<file path="config.mk">
export PLATFORM = sky130hd
export DESIGN_NAME = target_req_arbiter
export DESIGN_NICKNAME = d
export VERILOG_FILES = /design/src/rtl/i3c_pkg.sv /design/src/rtl/bus_avail_timer.sv /design/src/rtl/target_req_arbiter.sv
export SDC_FILE = /design/constraint.sdc
export NUM_CORES = 1
export LEC_CHECK = 0
export ABC_AREA = 1
export CORE_MARGIN = 2
export CORE_UTILIZATION = 35
export DETAILED_ROUTE_END_ITERATION = 10
export PLACE_DENSITY = 0.6
export SETUP_SLACK_MARGIN = 0.05
export SYNTH_ARGS = -nofsm -noshare
export SYNTH_HDL_FRONTEND = slang
export SYNTH_SLANG_ARGS = --single-unit
</file>
<file path="constraint.sdc">
create_clock -name clk_i -period 2.4 [get_ports clk_i]
set_input_delay 0.6 -clock clk_i [delete_from_list [all_inputs] [get_ports clk_i]]
set_output_delay 0.6 -clock clk_i [all_outputs]
set_load 0.05 [all_outputs]
</file>
<file path="src/rtl/i3c_pkg.sv">
// Shared I3C target types: request-arbiter states, request kinds
// and the broadcast Hot-Join address.
package i3c_pkg;

  typedef enum logic [1:0] {
    ST_IDLE,
    ST_WAIT_AVAIL,
    ST_REQUEST,
    ST_WAIT_RES
  } target_req_arb_state_e;

  typedef enum logic {
    KIND_IBI,
    KIND_HJ
  } req_kind_e;

  localparam logic [6:0] HotJoinAddr = 7'h02;

endpackage

</file>
<file path="src/rtl/bus_avail_timer.sv">
// Saturating bus-available counter; avail_o is high on the idle cycle
// in which the count has already reached the threshold.
module bus_avail_timer #(
  parameter int CntW = 20
) (
  input  logic            clk_i,
  input  logic            rst_i,
  input  logic            run_i,
  input  logic            bus_idle_i,
  input  logic [CntW-1:0] thr_i,
  output logic            avail_o
);

  logic [CntW-1:0] cnt_q, cnt_d;

  always_comb begin
    cnt_d = cnt_q;
    if (!run_i || !bus_idle_i) begin
      cnt_d = '0;
    end else if (cnt_q != '1) begin
      cnt_d = cnt_q + 1'b1;
    end
  end

  always_ff @(posedge clk_i or posedge rst_i) begin
    if (rst_i) begin
      cnt_q <= '0;
    end else begin
      cnt_q <= cnt_d;
    end
  end

  assign avail_o = run_i & bus_idle_i & (cnt_q >= thr_i);

endmodule

</file>
<file path="src/rtl/target_req_arbiter.sv">
// I3C target IBI / Hot-Join bus-request arbiter with retry on lost
// address arbitration. Hot-Join path enabled by I3C_TARGET_HOT_JOIN_EN.
module target_req_arbiter
  import i3c_pkg::*;
#(
  parameter int MaxRetries = 3,
  parameter int CntW       = 20
) (
  input  logic            clk_i,
  input  logic            rst_i,
  input  logic            enable_i,
  input  logic            bus_idle_i,
  input  logic [CntW-1:0] t_bus_available_i,
  input  logic            dyn_addr_valid_i,
  input  logic [6:0]      ibi_addr_i,
  input  logic            hj_req_i,
  input  logic            ibi_req_i,
  output logic            req_valid_o,
  input  logic            req_ready_i,
  output logic [6:0]      req_addr_o,
  output logic            req_hj_o,
  input  logic            xfer_done_i,
  input  logic            arb_lost_i,
  output logic            hj_done_o,
  output logic            ibi_done_o,
  output logic            hj_fail_o,
  output logic            ibi_fail_o,
  output logic            busy_o,
  output logic [1:0]      retry_cnt_o
);

  target_req_arb_state_e state_q, state_d;
  req_kind_e  kind_q, kind_d;
  logic [6:0] addr_q, addr_d;
  logic [1:0] retry_q, retry_d;
  logic [2:0] retry_inc;
  logic       ibi_pend_q, ibi_pend_d;
  logic       ibi_done_q, ibi_done_d;
  logic       ibi_fail_q, ibi_fail_d;
  logic       hj_elig, ibi_elig, any_elig;
  logic       avail;
  logic       done_c, fail_c, clr_c, drop_c;

  bus_avail_timer #(
    .CntW(CntW)
  ) u_timer (
    .clk_i     (clk_i),
    .rst_i     (rst_i),
    .run_i     (enable_i && state_q == ST_WAIT_AVAIL),
    .bus_idle_i(bus_idle_i),
    .thr_i     (t_bus_available_i),
    .avail_o   (avail)
  );

  assign ibi_elig  = ibi_pend_q & dyn_addr_valid_i;
  assign any_elig  = hj_elig | ibi_elig;
  assign retry_inc = {1'b0, retry_q} + 3'd1;

  always_comb begin
    state_d = state_q;
    kind_d  = kind_q;
    addr_d  = addr_q;
    retry_d = retry_q;
    done_c  = 1'b0;
    fail_c  = 1'b0;
    clr_c   = 1'b0;
    drop_c  = 1'b0;
    if (!enable_i) begin
      state_d = ST_IDLE;
      retry_d = '0;
      drop_c  = 1'b1;
    end else begin
      unique case (state_q)
        ST_IDLE: begin
          if (any_elig) state_d = ST_WAIT_AVAIL;
        end
        ST_WAIT_AVAIL: begin
          if (!any_elig) begin
            state_d = ST_IDLE;
          end else if (avail) begin
            state_d = ST_REQUEST;
            kind_d  = hj_elig ? KIND_HJ : KIND_IBI;
            addr_d  = hj_elig ? HotJoinAddr : ibi_addr_i;
          end
        end
        ST_REQUEST: begin
          if (req_ready_i) state_d = ST_WAIT_RES;
        end
        ST_WAIT_RES: begin
          if (xfer_done_i) begin
            done_c  = 1'b1;
            clr_c   = 1'b1;
            retry_d = '0;
            state_d = ST_IDLE;
          end else if (arb_lost_i) begin
            if (int'(retry_inc) >= MaxRetries) begin
              fail_c  = 1'b1;
              clr_c   = 1'b1;
              retry_d = '0;
              state_d = ST_IDLE;
            end else begin
              retry_d = retry_inc[1:0];
              state_d = ST_WAIT_AVAIL;
            end
          end
        end
        default: state_d = ST_IDLE;
      endcase
    end
    // Selection only lives while a request is in flight
    if (state_d == ST_IDLE || state_d == ST_WAIT_AVAIL) begin
      addr_d = '0;
      kind_d = KIND_IBI;
    end
  end

  always_comb begin
    ibi_pend_d = ibi_req_i |
                 (ibi_pend_q & ~(drop_c | (clr_c & kind_q == KIND_IBI)));
    ibi_done_d = done_c & (kind_q == KIND_IBI);
    ibi_fail_d = fail_c & (kind_q == KIND_IBI);
  end

  always_ff @(posedge clk_i or posedge rst_i) begin
    if (rst_i) begin
      state_q    <= ST_IDLE;
      kind_q     <= KIND_IBI;
      addr_q     <= '0;
      retry_q    <= '0;
      ibi_pend_q <= 1'b0;
      ibi_done_q <= 1'b0;
      ibi_fail_q <= 1'b0;
    end else begin
      state_q    <= state_d;
      kind_q     <= kind_d;
      addr_q     <= addr_d;
      retry_q    <= retry_d;
      ibi_pend_q <= ibi_pend_d;
      ibi_done_q <= ibi_done_d;
      ibi_fail_q <= ibi_fail_d;
    end
  end

`ifdef I3C_TARGET_HOT_JOIN_EN
  logic hj_pend_q, hj_pend_d;
  logic hj_done_q, hj_done_d;
  logic hj_fail_q, hj_fail_d;
  logic hj_hold, hj_clr;

  // An HJ already on the bus survives a late dynamic address
  assign hj_hold = (state_q == ST_REQUEST || state_q == ST_WAIT_RES) &&
                   kind_q == KIND_HJ;
  assign hj_clr  = drop_c | (clr_c & kind_q == KIND_HJ) |
                   (dyn_addr_valid_i & ~hj_hold);
  assign hj_elig = hj_pend_q & ~dyn_addr_valid_i;

  always_comb begin
    hj_pend_d = hj_req_i | (hj_pend_q & ~hj_clr);
    hj_done_d = done_c & (kind_q == KIND_HJ);
    hj_fail_d = fail_c & (kind_q == KIND_HJ);
  end

  always_ff @(posedge clk_i or posedge rst_i) begin
    if (rst_i) begin
      hj_pend_q <= 1'b0;
      hj_done_q <= 1'b0;
      hj_fail_q <= 1'b0;
    end else begin
      hj_pend_q <= hj_pend_d;
      hj_done_q <= hj_done_d;
      hj_fail_q <= hj_fail_d;
    end
  end

  assign hj_done_o = hj_done_q;
  assign hj_fail_o = hj_fail_q;
  assign req_hj_o  = (kind_q == KIND_HJ);
`else
  logic unused_hj;
  assign unused_hj = hj_req_i;
  assign hj_elig   = 1'b0;
  assign hj_done_o = 1'b0;
  assign hj_fail_o = 1'b0;
  assign req_hj_o  = 1'b0;
`endif

  assign req_valid_o = (state_q == ST_REQUEST);
  assign busy_o      = (state_q != ST_IDLE);
  assign req_addr_o  = addr_q;
  assign retry_cnt_o = retry_q;
  assign ibi_done_o  = ibi_done_q;
  assign ibi_fail_o  = ibi_fail_q;

endmodule

</file>
# == Yosys cells after proc, flatten, opt, wreduce, memory -nomap -nowiden ==
# Index checks and enable logic that the tools add are counted.
# word_totals
word_cells,83
out_inout_bits,16
register_bits,35
# classes
magnitude_cmp,2
n_bitwise,11
eq_ne,7
mux,38
reduce_logical,15
add_sub_neg,2
# op_table
operator,n
$mux 20,2
$mux 7,5
$mux 2,12
$add 20x1->20 const B,1
$ge 20x20->1,1
$ne 20x20->1 const B,1
$mux 1,18
$reduce_bool 2->1,6
$pmux 2 s4,1
$and 1x1->1,7
$eq 2x1->1 const B,2
$eq 2x2->1 const B,2
$logic_not 2->1,2
$reduce_and 4->1,1
$add 2x1->3 const B,1
$ge 3x2->1 const B,1
$ne 3x1->1 const B,1
$logic_not 1->1,2
$logic_or 1x1->1,2
$ne 2x1->1 const B,1
$not 1->1,2
$or 1x1->1,2
$reduce_and 2->1,1
$logic_and 1x1->1,1

# == Depth between registers and ports, before layout ==
# logic_depth
ltp_word,12
depth_mapped,15
ltp_nobuf,15

# == Modules after synthesis ==
# Synthesis repeated with hierarchy kept, for this count alone.
# unflattened
hier_cells,353
area_unflattened_um2,2511.2
# modules_own_cells
mod,seq_area_each_um2,cells_per_inst,area_per_inst_um2,n_inst
bus_avail_timer,500.5,270,1780.5,1
target_req_arbiter,350.3,83,730.7,1

# == Worst setup path after synthesis ==
# Ideal clock, no wire load.
# synth_path
path_type,input to register
start,input t_bus_available_i[19]
end,register addr_q[0] (netlist: req_addr_o[0])
arrival_time_ps,1854
path_buffers,0
slack_ps,429
path_stages,12
setup_ps,117
t_required_ps,2283
path_cell_list,inv_1 ha_1 nand2_2 inv_1 nand2_1 nand2_1 a21oi_1 nand4_4 nand3_4 nand2_2 nand2_4 nor2_1
# synth_via
elab_chain_len,10
# synth_lines
element,line,text
"start, declared",target_req_arbiter.sv:13,"input logic [CntW-1:0] t_bus_available_i,"
$ge 20x20->1 *,bus_avail_timer.sv:33,assign avail_o = run_i & bus_idle_i & (cnt_q >= thr_i);
$and 1x1->1 *,bus_avail_timer.sv:33,
$mux 2,target_req_arbiter.sv:80,end else if (avail) begin
$mux 2,target_req_arbiter.sv:78,if (!any_elig) begin
$pmux 2 s4,target_req_arbiter.sv:73,unique case (state_q)
$mux 2,target_req_arbiter.sv:68,if (!enable_i) begin
$eq 2x1->1 / $logic_not 2->1 (equally long branches),target_req_arbiter.sv:111,if (state_d == ST_IDLE || state_d == ST_WAIT_AVAIL) begin
$logic_or 1x1->1,target_req_arbiter.sv:111,
$reduce_bool 2->1 (no source line),n/a,
$reduce_and 4->1 (no source line),n/a,
"end signal, assigned",target_req_arbiter.sv:136,addr_q <= addr_d;
"end, declared",target_req_arbiter.sv:34,"logic [6:0] addr_q, addr_d;"
# Every way passes the cells marked *; elsewhere a longest branch is shown, timed or not.
# A chain may end at the register's enable or synchronous reset.

# == Worst setup path after layout ==
# layout_path
start,input t_bus_available_i[18]
end,register state_q[1]
# layout_via
elab_chain_len,6
# layout_lines
element,line,text
$ge 20x20->1,bus_avail_timer.sv:33,
$and 1x1->1,bus_avail_timer.sv:33,
$mux 2,target_req_arbiter.sv:80,
$mux 2,target_req_arbiter.sv:78,
$pmux 2 s4,target_req_arbiter.sv:73,
$mux 2,target_req_arbiter.sv:68,
named net state_d[1],target_req_arbiter.sv:32,"target_req_arb_state_e state_q, state_d;"
"end signal, assigned",target_req_arbiter.sv:134,state_q <= state_d;
"end, declared",target_req_arbiter.sv:32,
# The timed path passes the listed nets, and every way through them passes these cells.

==> results.tsv <==
metric	value	unit
starting DRC count in detailed routing	74	
Antenna diodes	0	
GR Overflow Total	0	
Post-CTS Hold Buffers	0	
Syn. warnings	0	
Rows	31	
worst r2r src	u_timer.cnt_q[13]	
number of detailed-route iterations in the first pass	4	
Vias/cell	4.74	
Post-Syn Instances	333	
status	complete, no violations	
first-pass GRT wire length	10.0	mm
Die Width	89.1	um
Worst Setup Slack, final	0.142	ns
die area	7950	sq um
hold path cells	1	
clk_lat worst skew	0.29	ns
Seq cells post-synth	34	
share of layout cells above drive strength 1	18.8	%
GPL Wtd Cong	0.902	
ys flop type	dfrtp_1	
Max Slew Vio Count	0	
Die Y	89.1	um
most common cell after layout, fill and taps aside	nand2_1	
CTS tree	done	
Final nets	450	
TritonCTS Buffers	5	
LEAKAGE	1.67	nW
Final ANT Viol Nets	0	
post-layout util	49.0	%
Post-synth EDFFs	0	
clock skew	0.00458	ns
Slowest-stage cell, CP	clkdlybuf4s50_1	
WP buf/inv	4	
post-place setup slack	-0.249	ns
number of I/O port buffers	48	
worst setup path start	t_bus_available_i[18]	
pwr dens	402	nW/um^2
post-route cell area	3500	sq um
Hold Path Class	register to register	
HPWL Detailed	4.54	mm
critical-path cell list	clkdlybuf4s50_1 > inv_1 > ha_1 > nand2_2 > inv_1 > nand2_1 > nand2_2 > a21oi_4 > nand4_4 > nand3_4 > nand2_4 > nand2_8 > inv_1	
CP max stage delay	0.45	ns
Clock Sinks	34	
Final Non-Filler Cells	492	
Initial Util	35.6	%
Final Hold Violating Endpoints	0	
CTS clock-pin slew for the worst setup and hold paths	0.08	ns
Tightest Pin Transition	0.505	ns
Hold Startpoint	u_timer.cnt_q[3]	
drt wl/cell	12.2	um
synth-to-layout area growth	37.9	%
Setup TNS Final	0	ns
I/O Pins	53	
fmax	443	MHz
via count	2333	
Max FO, Critical Path	8	
Total Routed Length	6.00	mm
Crit Path Class	input port to register	
kind of end point of the critical path	register	
Seq/Total Area, Yosys	33.5	%
Final Critical Period	2.26	ns
# H-tree levels	2	
Peak supply drop	348	uV
vias in the first global route	2348	
Synth async-reset ratio	100	%
placed cell count	484	
Max Cap Violations	0	
Placed Area	3180	sq um
R2R depth	12	
Final Power	1.41	mW
largest net degree at the start of global routing	35	
cell count along the critical path	13	
most frequent CP cell	inv_1	
RSZ-0062 raised after global routing	true	
most frequent cells in the layout	nand2_1 (64), inv_1 (60), clkdlybuf4s50_1 (44)	
Netlist cell types	41	
number of fill cells	748	
worst rel slew slack	66.3	%
Final Setup Violations	0	
drt drc	0	
CP required	2.59	ns
root buffer cell	clkbuf_8	
Longest Clk Path Bufs	2	
Crit path max-delay family	simple AND/OR/NAND/NOR gates	
worst hold slack	0.555	ns
crit share post-route	94.1	%
antenna violations before repair	0	
average cell area after synthesis	7.62	sq um
Mapped Area	2540	sq um
Tot GR Track Use	16.2	%
Critical Path AT	2.45	ns
nature of the critical path startpoint	input port	
core area	7140	sq um
-- flip-flops by register name, indices dropped and copies added, names as in the netlist --
register,flops
ibi_done_o,1
ibi_fail_o,1
ibi_pend_q,1
req_addr_o,7
retry_cnt_o,2
state_q,2
u_timer.cnt_q,20
-- cell families after synthesis --
kind of cell | Yosys count | share of synthesized area [%]
AO/OA/AOI/OAI | 42 | 9.96
AND/OR/NAND/NOR | 157 | 32.5
other | 1 | 0.148
flip-flops | 34 | 33.5
XOR/XNOR | 5 | 1.73
buffers and inverters | 73 | 11.8
adder cells (fa/ha/maj) | 21 | 10.4
-- layout make-up --
type	count	area [sq um]	share of cell area, %
Multi-Input combinational cell	228	1570	44.9
Clock buffer	5	68.8	1.97
Inverter	66	249	7.11
Timing Repair Buffer	57	566	16.2
Sequential cell	34	851	24.3
Clock inverter	3	68.8	1.97
Tap cell	99	124	3.54
-- final timing paths --
kind                                          to  slack (ns)
max in group asynchronous             ibi_pend_q        1.37
min in group asynchronous             ibi_fail_o        0.70
worst max-delay path                  state_q[1]        0.14
worst min-delay path            u_timer.cnt_q[3]        0.56
worst max register to register     req_addr_o[5]        0.41
worst min register to register  u_timer.cnt_q[3]        0.56
-- repair_timing --
| action | 4_1_cts | 5_1_grt |
|---|---|---|
| gates resized for setup | 1 | 39 |
| setup buffers | 0 | 0 |
| pin swaps | 0 | 23 |
| cloned | 0 | 0 |
| endpoints found under the setup margin | 1 | 9 |
-- cell usage after synthesis, drive strengths merged (2+ instances only) --
master	number	area (sq um)
a21oi	14	70.1
inv	65	244
buf	6	46.3
nand3	17	113
o21bai	2	15.0
a31o	2	17.5
a31oi	2	12.5
o21a	2	15.0
nand4	18	143
nand2	75	297
or2	2	12.5
nor2	29	126
xor2	5	43.8
nor4	3	18.8
ha	21	263
dfrtp	34	851
o21ai	15	78.8
nor3	12	108
-- per-layer routing --
metal	track usage [%]	part of all wire, %	vias up
met5	0	0	-
met2	29.9	49	56
met1	18.8	45	1075
li1	-	-	1194
met4	4.75	1.3	0
met3	3.23	4.6	8
-- power by group --
part           internal (mW)  total, mW  switching [mW]
registers              0.578      0.583         0.00509
clock network          0.416      0.647           0.231
logic                 0.0838      0.177          0.0928
Note: power is estimated with default switching activity, not from simulation.
